`src/rtl/hilo_unit.sv`:
```
// hilo_unit: multi-cycle HI/LO result unit; models MULT/DIV latency with a busy counter.
// Optional feature macro HILO_BYPASS_EN: MFHI/MFLO served from the pending result on the commit cycle.
module hilo_unit #(
    parameter int MUL_LAT = 4,
    parameter int DIV_LAT = 12
) (
    input  logic        CLK,
    input  logic        RST,
    input  logic        IN_HILO_VALID,
    input  logic [11:0] IN_HILO_CTRL,
    input  logic [63:0] IN_HILO_ALU64,
    input  logic [31:0] IN_HILO_DIVISOR,
    output logic [31:0] OUT_HILO_32,
    output logic        OUT_HILO_STALL,
    output logic        OUT_HILO_BUSY,
    output logic [31:0] OUT_HILO_HI,
    output logic [31:0] OUT_HILO_LO,
    output logic        OUT_HILO_DIVZ
);

    localparam logic [11:0] CODE_MULT = 12'h0D8;
    localparam logic [11:0] CODE_DIV  = 12'h0DA;
    localparam logic [11:0] CODE_MFHI = 12'h0D0;
    localparam logic [11:0] CODE_MFLO = 12'h0D2;
    localparam logic [7:0]  MUL_CNT   = 8'(MUL_LAT);
    localparam logic [7:0]  DIV_CNT   = 8'(DIV_LAT);

    typedef enum logic {
        ST_IDLE = 1'b0,
        ST_BUSY = 1'b1
    } state_t;

    state_t      state;
    logic [7:0]  cnt;
    logic [63:0] pending;
    logic [31:0] hi;
    logic [31:0] lo;
    logic        divz;

    logic is_mult;
    logic is_div;
    logic is_mfhi;
    logic is_mflo;
    logic is_move;
    logic last_cycle;
    logic bypass_ok;

    assign is_mult    = IN_HILO_VALID && (IN_HILO_CTRL == CODE_MULT);
    assign is_div     = IN_HILO_VALID && (IN_HILO_CTRL == CODE_DIV);
    assign is_mfhi    = IN_HILO_VALID && (IN_HILO_CTRL == CODE_MFHI);
    assign is_mflo    = IN_HILO_VALID && (IN_HILO_CTRL == CODE_MFLO);
    assign is_move    = is_mfhi || is_mflo;
    assign last_cycle = (state == ST_BUSY) && (cnt == 8'd1);

`ifdef HILO_BYPASS_EN
    assign bypass_ok = last_cycle;
`else
    assign bypass_ok = 1'b0;
`endif

    // Reads are never served mid-flight except the optional commit-cycle bypass.
    always_comb begin
        OUT_HILO_STALL = 1'b0;
        OUT_HILO_32    = '0;
        if (state == ST_IDLE) begin
            if (is_mfhi) begin
                OUT_HILO_32 = hi;
            end else if (is_mflo) begin
                OUT_HILO_32 = lo;
            end
        end else if (is_move && bypass_ok) begin
            OUT_HILO_32 = is_mfhi ? pending[63:32] : pending[31:0];
        end else if (is_move || is_mult || is_div) begin
            OUT_HILO_STALL = 1'b1;
        end
    end

    always_ff @(posedge CLK or posedge RST) begin
        if (RST) begin
            state   <= ST_IDLE;
            cnt     <= '0;
            pending <= '0;
            hi      <= '0;
            lo      <= '0;
            divz    <= 1'b0;
        end else begin
            case (state)
                ST_IDLE: begin
                    if (is_mult) begin
                        pending <= IN_HILO_ALU64;
                        cnt     <= MUL_CNT;
                        state   <= ST_BUSY;
                    end else if (is_div) begin
                        // A zero divisor is flagged and dropped without touching HI/LO.
                        if (IN_HILO_DIVISOR == 32'd0) begin
                            divz <= 1'b1;
                        end else begin
                            pending <= IN_HILO_ALU64;
                            cnt     <= DIV_CNT;
                            state   <= ST_BUSY;
                        end
                    end
                end
                ST_BUSY: begin
                    cnt <= cnt - 8'd1;
                    if (last_cycle) begin
                        hi    <= pending[63:32];
                        lo    <= pending[31:0];
                        state <= ST_IDLE;
                    end
                end
                default: state <= ST_IDLE;
            endcase
        end
    end

    assign OUT_HILO_BUSY = (state == ST_BUSY);
    assign OUT_HILO_HI   = hi;
    assign OUT_HILO_LO   = lo;
    assign OUT_HILO_DIVZ = divz;

endmodule

```
`config.mk`:
```
export PLATFORM = sky130hd
export DESIGN_NAME = hilo_unit
export DESIGN_NICKNAME = d
export VERILOG_FILES = /design/src/rtl/hilo_unit.sv
export SDC_FILE = /design/constraint.sdc
export NUM_CORES = 1
export LEC_CHECK = 0
export ABC_AREA = 1
export BUFFER_PORTS_ARGS = -buffer_cell sky130_fd_sc_hd__buf_2
export CAP_MARGIN = 20
export CORE_ASPECT_RATIO = 1.1
export CORE_MARGIN = 1.5
export CORE_UTILIZATION = 46
export CTS_CLUSTER_DIAMETER = 80
export DETAILED_ROUTE_END_ITERATION = 7
export HOLD_SLACK_MARGIN = 0.08
export PLACE_DENSITY = 0.76
export SYNTH_ARGS = -nofsm -noshare
export SYNTH_HDL_FRONTEND = slang
export SYNTH_SLANG_ARGS = --single-unit
```
`constraint.sdc`:
```
create_clock -name CLK -period 4.8 [get_ports CLK]
set_input_delay 1.2 -clock CLK [delete_from_list [all_inputs] [get_ports CLK]]
set_output_delay 1.2 -clock CLK [all_outputs]
set_load 0.05 [all_outputs]
```
After elaboration in Yosys (flattened, before gate mapping)

Cells that the tools add are included.

Bits in registers: 138
Word-level logic and storage cells: 48

Add/sub/neg operators: 1
Bitwise logic cells: 2
Mux-type cells: 17
Reduce and logical (&&, ||, !) cells: 14
Equal/unequal tests: 8

Operators with widths:

| cell                                                 | count |
|---|---|
| two-way mux 64 bit                                   | 3 |
| two-way mux 32 bit                                   | 3 |
| equality test 12 x 8 -> 1 bit, second input constant | 4 |
| logical NOT 32 bit                                   | 1 |
| two-way mux 8 bit                                    | 3 |
| case mux 8 bit (2 select lines)                      | 1 |
| equality test 8 x 1 -> 1 bit, second input constant  | 1 |
| subtractor 8 x 1 -> 8 bit, second input constant     | 1 |
| two-way mux 1 bit                                    | 6 |
| != test 3 bit, second input constant                 | 2 |
| logical AND 1 bit                                    | 5 |
| AND reduction 2 bit                                  | 2 |
| AND reduction 4 bit                                  | 1 |
| logical OR 1 bit                                     | 3 |
| AND reduction 3 bit                                  | 1 |
| != test 2 bit, second input constant                 | 1 |
| inverter 1 bit                                       | 2 |
| case mux 1 bit (2 select lines)                      | 1 |
| nonzero test 2 bit                                   | 1 |

Logic depth before layout (Yosys ltp)

Gate-level depths: netlist (run 1).

Depth in word-level cells: 7
Mapped depth: 11
Depth with buffers taken out: 10

Worst setup path before layout (run 1)

No wires, ideal clock.

Path kind: input port to output port
Start point: input IN_HILO_CTRL[11]
End point: output OUT_HILO_32[21]
Setup slack: 0.810 ns
Required time: 3.600 ns
Arrival time: 2.790 ns
Cell stages on the path: 8
Path through: nor2_1 nand2_1 nor2_2 nand2_2 nor2_4 buf_6 nand2_1 a21oi_1

Word-level cells in the longest chain between the ends: 5
Elaborated cells on any way between the ends: 7

Ends and longest elaborated chain:

| item                          | RTL line | text |
|---|---|---|
| start, declared               | 10       | `input logic [11:0] IN_HILO_CTRL,` |
| equality test 12 x 8 -> 1 bit | 51       | `assign is_mflo = IN_HILO_VALID && (IN_HILO_CTRL == CODE_MFLO);` |
| logical AND 1 bit             | 51       |  |
| two-way mux 32 bit            | 68       | `end else if (is_mflo) begin` |
| two-way mux 32 bit (*)        | 66       | `if (is_mfhi) begin` |
| two-way mux 32 bit (*)        | 65       | `if (state == ST_IDLE) begin` |
| end, declared                 | 13       | `output logic [31:0] OUT_HILO_32,` |

Every way passes the cells marked *; elsewhere a longest branch is shown, timed or not.

Final worst setup path (run 1)

Start point: input IN_HILO_CTRL[11]
End point: output OUT_HILO_32[13]

The elaborated chain is that of the path after synthesis.

==> impl_metrics.py, run 1 <==
metrics = {
    "status": {
        "status": "completed",
    },
    "routing": {
        "dr.pass1.iters": 4,
        "antenna_left": 0,
        "route.detailed.drc": 0,
        "vias": 6036,
        "wire_per_inst_microns": 15.19,
        "viasPerCell": 5.081,
        "drt_iter0_drc": 395,
        "wl_microns": 18040,
    },
    "clock_tree": {
        "path_clk_slew_ns": 0.06,
        "cts_buffers": 17,
        "cts_setup_buffers": 0,
        "clkSinkCount": 138,
        "cts_buffer_depth": 2,
        "h-tree-depth": 4,
        "postCtsResizedCells": 0,
        "cts_tree": "done",
        "insertion_delay_ns": 0.42,
        "cts_hold_buffers": 0,
        "ctsRootBufferMaster": "clkbuf_16",
    },
    "power_and_ir_drop": {
        "p_clk_share_pct": 50.7,
        "switching_share_pct": 22.01,
        "total_power_mw": 2.521,
        "power.density_nw_per_um2": 312.4,
        "p_comb_share_pct": 3.2,
        "p_leak_nw": 4.582,
        "seq_power_share_pct": 46.2,
        "power.switching_uw": 554.9,
        "ir_drop_v": 0.0002524,
        "internal_power_mw": 1.966,
    },
    "die": {
        "fp.dieH_microns": 127.0,
        "die_w_microns": 115.7,
        "core_sq_um": 13740,
        "num_rows": 45,
        "io_pins": 210,
        "initial_core_util_pct": 46.77,
        "dieArea_sq_um": 14690,
    },
    "grt": {
        "grt_overflow": 0,
        "gr-usage-all-layers_pct": 25.32,
        "antenna_found_initial": 2,
        "grt_max_degree": 139,
        "grt_pass1_wl_microns": 28670,
        "grt_pass1_vias": 5681,
    },
    "synth": {
        "synth_fp_nets": 913,
        "synth_edf_count": 0,
        "synthesis.area_sq_um": 6425,
        "synth_seq_area_share_pct": 53.75,
        "synthFlopType": "dfrtp_1",
        "synthDistinctLibCells": 29,
        "async_reset_ff_share_pct": 100.0,
        "ys_warn_count": 0,
        "syn_inst": 800,
        "ys_ff_latch": 138,
        "synth_area_per_cell_sq_um": 8.031,
    },
    "place": {
        "dpl.hpwl_microns": 11510,
        "io_buffers": 209,
        "gp_congestion": 0.8189,
        "pre_cts_ws_ns": 0.4509,
    },
    "setup_path": {
        "critPathMaxFanout": 19,
        "critPathLaunchType": "input pin",
        "endpoint_kind": "primary output",
        "required_ns": 3.60,
        "critPathSlowestCell": "nand2_1",
        "critical-path-max-stage-delay_ns": 0.42,
        "arrival_ns": 3.17,
        "crit_chain": "buf_2, nor2_1, nand2_1, nor2_2, nand2_2, o21ai_2, nand2_1, a21oi_2, buf_2",
        "worstSetupPathType": "input pin to primary output",
        "path_delay_family": "simple AND/OR/NAND/NOR gates",
        "path_buf_inv": 2,
    },
    "timing": {
        "tns_ns": 0,
        "fin_crit_ns": 4.371,
        "rsz0062_at_grt": "false",
        "setup_violations": 0,
        "hold_viol_final": 0,
        "hold_ws_ns": 0.4640,
        "relSlewSlack_pct": 48.07,
        "fin_crit_sh_pct": 91.06,
        "maxSlewViolCount": 0,
        "fin_skew_ns": 0.006769,
        "worst_pin_slew_ns": 0.7789,
        "max_freq_mhz": 228.8,
        "worst_slack_ns": 0.4293,
    },
    "cells_and_area": {
        "drive_gt1_share_pct": 27.56,
        "area_delta_synth_final_pct": 25.61,
        "post-route-util_pct": 58.74,
        "final_nets": 1098,
    },
    "worst_hold_path": {
        "hold_path_class": "flop to flop",
    },
    "flow_run": {
        "cap_violations": 0,
    },
}
==> per-layer routing <==
| metal | up-vias | share of wire, % | global-route usage [%] |
|---|---|---|---|
| li1 | 2944 | - | - |
| met4 | 0 | 2.8 | 11.26 |
| met1 | 2839 | 44 | 32.55 |
| met3 | 35 | 5.9 | 4.682 |
| met2 | 218 | 47 | 41.70 |
| met5 | - | 0 | 0 |
==> cell type report <==
type,instances,area (sq um)
fill,1287,5668
sequential,138,3453
multi-input combinational,595,2609
timing repair buffer,219,1134
clock buffer,18,429.2
tap,188,235.2
clock inverter,14,148.9
inverter,14,56.30
antenna,2,5.005
==> power groups by stage <==
stage | clock network [mW] | logic, mW | registers (mW)
floorplan | 0 | 0.0259 | 1.18
global placement | 0 | 0.0817 | 1.18
detailed placement | 0 | 0.0818 | 1.18
CTS | 1.30 | 0.0821 | 1.16
global route | 1.35 | 0.0916 | 1.16
finish | 1.28 | 0.0803 | 1.16
==> stage by stage <==
stage	instances	cell area, sq um
floorplan	800	6429
global placement	1154	7487
detailed placement	1154	7487
CTS	1186	8065
global route	1188	8070
finish	1188	8070
==> final timing paths <==
path / slack, ns / from / to / cells past startpoint
worst max-delay path: 0.43 / IN_HILO_CTRL[11] / OUT_HILO_32[13] / 9
worst max register to register: 2.37 / OUT_HILO_BUSY$_DFF_PP0_ / pending[25]$_DFFE_PP0P_ / 5
worst min-delay path: 0.46 / pending[44]$_DFFE_PP0P_ / OUT_HILO_HI[12]$_DFFE_PP0P_ / 2
worst min register to register: 0.46 / pending[44]$_DFFE_PP0P_ / OUT_HILO_HI[12]$_DFFE_PP0P_ / 2
min in group asynchronous: 0.95 / RST / OUT_HILO_LO[0]$_DFFE_PP0P_ / 3
max in group asynchronous: 3.22 / RST / cnt[4]$_DFFE_PP0P_ / 3
==> state kept, by name, summed over array words and instances (netlist names) <==
register       count
pending           64
OUT_HILO_HI       32
OUT_HILO_LO       32
cnt                8
OUT_HILO_BUSY      1
OUT_HILO_DIVZ      1
==> worst min-delay path: cells and delay by family (launching register included) <==
family / cells / cell delay, ns
flip-flops: 1 / 0.34
AND/OR/NAND/NOR: 2 / 0.09
==> cells in the mapped netlist, types with 4 or more instances <==
library cell / count / area (sq um)
a21oi_1: 23 / 115.1
a21oi_2: 10 / 87.58
buf_1: 4 / 15.01
buf_2: 11 / 55.05
buf_4: 20 / 150.1
buf_6: 4 / 45.04
clkbuf_1: 14 / 52.55
dfrtp_1: 138 / 3453
inv_1: 12 / 45.04
nand2_1: 410 / 1539
nand3_1: 8 / 40.04
nand4_1: 69 / 431.7
nor2_1: 34 / 127.6
nor3_1: 4 / 20.02
o21ai_0: 19 / 95.09
==> cell usage in the layout, fill, tap and decap left out <==
cell type,Yosys,final
nor2_4,1,1
nand2_1,410,407
xnor2_1,1,1
clkinv_4,0,3
inv_2,2,3
nand3_1,8,8
inv_1,12,10
nand3_2,1,1
or2_2,2,2
and2_1,1,1
clkinvlp_4,0,5
nand4_1,69,69
diode_2,0,2
clkbuf_1,14,1
dfrtp_1,138,138
buf_2,11,209
o21bai_1,1,1
clkbuf_16,0,17
o21ai_0,19,19
ha_1,2,2
inv_6,0,2
nor2_2,1,1
bufinv_16,0,2
nor2_1,34,34
a21oi_1,23,23
nor3_1,4,4
nor2b_1,1,1
xor2_1,2,2
nand2_2,2,5
buf_4,20,9
buf_12,0,1
o21ai_2,1,1
a21oi_2,10,10
a31oi_1,2,2
clkinv_2,0,3
==> cells by family (layout without fill, tap and decap cells) <==
kind of cell / after synthesis / after routing / share of synthesized area, %
fa+ha+maj: 2 / 2 / 0.3894
xor+xnor: 3 / 3 / 0.4090
flops: 138 / 138 / 53.75
buf+inv: 67 / 265 / 5.764
compound gates: 56 / 56 / 5.083
other cells: 0 / 2 / 0
simple gates: 534 / 534 / 34.61
No activity file was read; power rests on OpenSTA's default activity.
==> run 2: changes to the inputs <==
- BUFFER_PORTS_ARGS: -buffer_cell sky130_fd_sc_hd__buf_2 -> -buffer_cell sky130_fd_sc_hd__buf_4
==> run 2 against run 1 <==
Against the previous run:
- clock-buffer cell count up 3
- critical endpoint is now OUT_HILO_32[10]
- clock skew hardly changed
- non-clock buffer count up 1
- sequential cell count unchanged
==> impl_metrics.py, run 2 (same netlist as run 1, synthesis figures left out) <==
metrics = {
    "status": {
        "status": "completed",
    },
    "cells_and_area": {
        "largest_register_ffs": 64,
        "regMostFlops": "pending",
        "area_delta_synth_final_pct": 34.22,
        "final_nets": 1099,
        "fin_cells": 1187,
        "drive_gt1_share_pct": 27.53,
        "layout_commonest_cell": "nand2_1",
        "insertedDiodeCount": 0,
        "final_cell_mix": "nand2_1 (407), buf_4 (219), dfrtp_1 (138)",
    },
    "grt": {
        "gr-usage-all-layers_pct": 25.61,
        "grt_overflow": 0,
        "grt_pass1_wl_microns": 28970,
        "grt_max_degree": 139,
        "antenna_found_initial": 0,
        "grt_pass1_vias": 5678,
    },
    "clock_tree": {
        "path_clk_slew_ns": 0.06,
        "cts_tree": "done",
        "ctsRootBufferMaster": "clkbuf_16",
        "cts_buffer_depth": 2,
        "clkSinkCount": 138,
        "cts_hold_buffers": 0,
        "cts_setup_buffers": 0,
        "cts_buffers": 17,
        "postCtsResizedCells": 0,
        "h-tree-depth": 4,
        "insertion_delay_ns": 0.42,
    },
    "place": {
        "io_buffers": 209,
        "pre_cts_ws_ns": 0.5043,
        "place_inst": 1155,
        "dpl.hpwl_microns": 11670,
        "gp_congestion": 0.8716,
    },
    "routing": {
        "route.detailed.drc": 0,
        "dr.pass1.iters": 5,
        "antenna_left": 0,
        "wire_per_inst_microns": 15.46,
        "viasPerCell": 5.096,
        "wl_microns": 18350,
        "drt_iter0_drc": 432,
        "vias": 6049,
    },
    "setup_path": {
        "crit_path_frequent_cell": "buf_4",
        "critPathSlowestCell": "inv_1",
        "critical-path-max-stage-delay_ns": 0.32,
        "r2r-start": "OUT_HILO_BUSY$_DFF_PP0_",
        "endpoint_kind": "primary output",
        "arrival_ns": 3.12,
        "crit_chain": "buf_4, nor2_1, nand2_1, nor2_2, nand2_2, buf_4, inv_1, nand2_1, a21oi_2, buf_4",
        "worstSetupPathType": "input pin to primary output",
        "rr_endpoint": "cnt[5]$_DFFE_PP0P_",
        "critPathMaxFanout": 21,
        "cp.depth": 10,
        "critPathLaunchType": "input pin",
        "path_buf_inv": 4,
        "worstRegToRegCells": 5,
        "critPathCapture": "OUT_HILO_32[10]",
        "cp-startpoint": "IN_HILO_CTRL[11]",
        "path_delay_family": "buffers and inverters",
        "reg2reg_slack_ns": 2.00,
        "required_ns": 3.60,
    },
    "timing": {
        "worst_slack_ns": 0.4807,
        "worst_pin_slew_ns": 0.7605,
        "relSlewSlack_pct": 49.24,
        "hold_ws_ns": 0.4624,
        "maxSlewViolCount": 0,
        "tns_ns": 0,
        "fin_crit_sh_pct": 89.99,
        "setup_violations": 0,
        "hold_viol_final": 0,
        "rsz0062_at_grt": "false",
        "fin_skew_ns": 0.006707,
        "max_freq_mhz": 231.5,
        "fin_crit_ns": 4.319,
    },
    "die": {
        "core_sq_um": 13740,
        "num_rows": 45,
        "fp.dieH_microns": 127.0,
        "die_w_microns": 115.7,
        "io_pins": 210,
        "dieArea_sq_um": 14690,
        "initial_core_util_pct": 46.77,
    },
    "worst_hold_path": {
        "hold_path_class": "flop to flop",
    },
    "power_and_ir_drop": {
        "power.density_nw_per_um2": 302.4,
        "ir_drop_v": 0.0002260,
        "total_power_mw": 2.608,
        "p_leak_nw": 4.687,
    },
    "flow_run": {
        "cap_violations": 0,
    },
}
## run 2: changes by cell type in the layout (fill, tap and decap cells not counted), sizes merged
cell      delta
buf          +1
bufinv       +1
clkbuf       +3
clkinv       -1
clkinvlp     -1
diode        -2
inv          -2
## run 2: stage by stage
step / utilization (%) / instance area (sq um)
floorplan: - / 6429
global placement: 58.36 / 8018
detailed placement: 58.36 / 8018
CTS: 62.77 / 8623
global route: 62.77 / 8623
finish: 62.77 / 8623
## run 2: how the worst min path moves through the flow
stage | to | start | cells after the start
after floorplan | cnt[1]$_DFFE_PP0P_ | cnt[1]$_DFFE_PP0P_ | 2
after global placement | OUT_HILO_HI[24]$_DFFE_PP0P_ | pending[56]$_DFFE_PP0P_ | 2
after detailed placement | OUT_HILO_HI[21]$_DFFE_PP0P_ | pending[53]$_DFFE_PP0P_ | 2
after CTS | OUT_HILO_HI[21]$_DFFE_PP0P_ | pending[53]$_DFFE_PP0P_ | 2
after global routing | OUT_HILO_HI[28]$_DFFE_PP0P_ | pending[60]$_DFFE_PP0P_ | 2
final | OUT_HILO_LO[14]$_DFFE_PP0P_ | pending[14]$_DFFE_PP0P_ | 2
## run 2: layout make-up
type | instances | area, sq um
repair buffers | 220 | 1664
clock buffers | 21 | 460.4
clock inverters | 11 | 145.1
inverters | 14 | 56.30
fillers | 1232 | 5115
well taps | 188 | 235.2
flip-flops and latches | 138 | 3453
multi-input cells | 595 | 2609
## run 2: worst register-to-register path, stage by stage (launching register included)
cell	delay (ns)
dfrtp_1	0.48
inv_2	0.52
buf_4	0.34
nand3_2	0.62
buf_4	0.54
nor2b_1	0.18
## run 2: routing by layer
metal	GRT usage, %	up-vias	part of all wire (%)
met5	0	-	0
met4	8.321	0	1.9
met3	5.829	28	6.8
met2	42.43	229	50
met1	33.32	2850	41
li1	-	2942	-
## run 2: report_power, final
part	switching, mW	internal [mW]
logic	0.0436	0.0613
clock network	0.496	0.842
registers	0	1.16
total	0.540	2.07
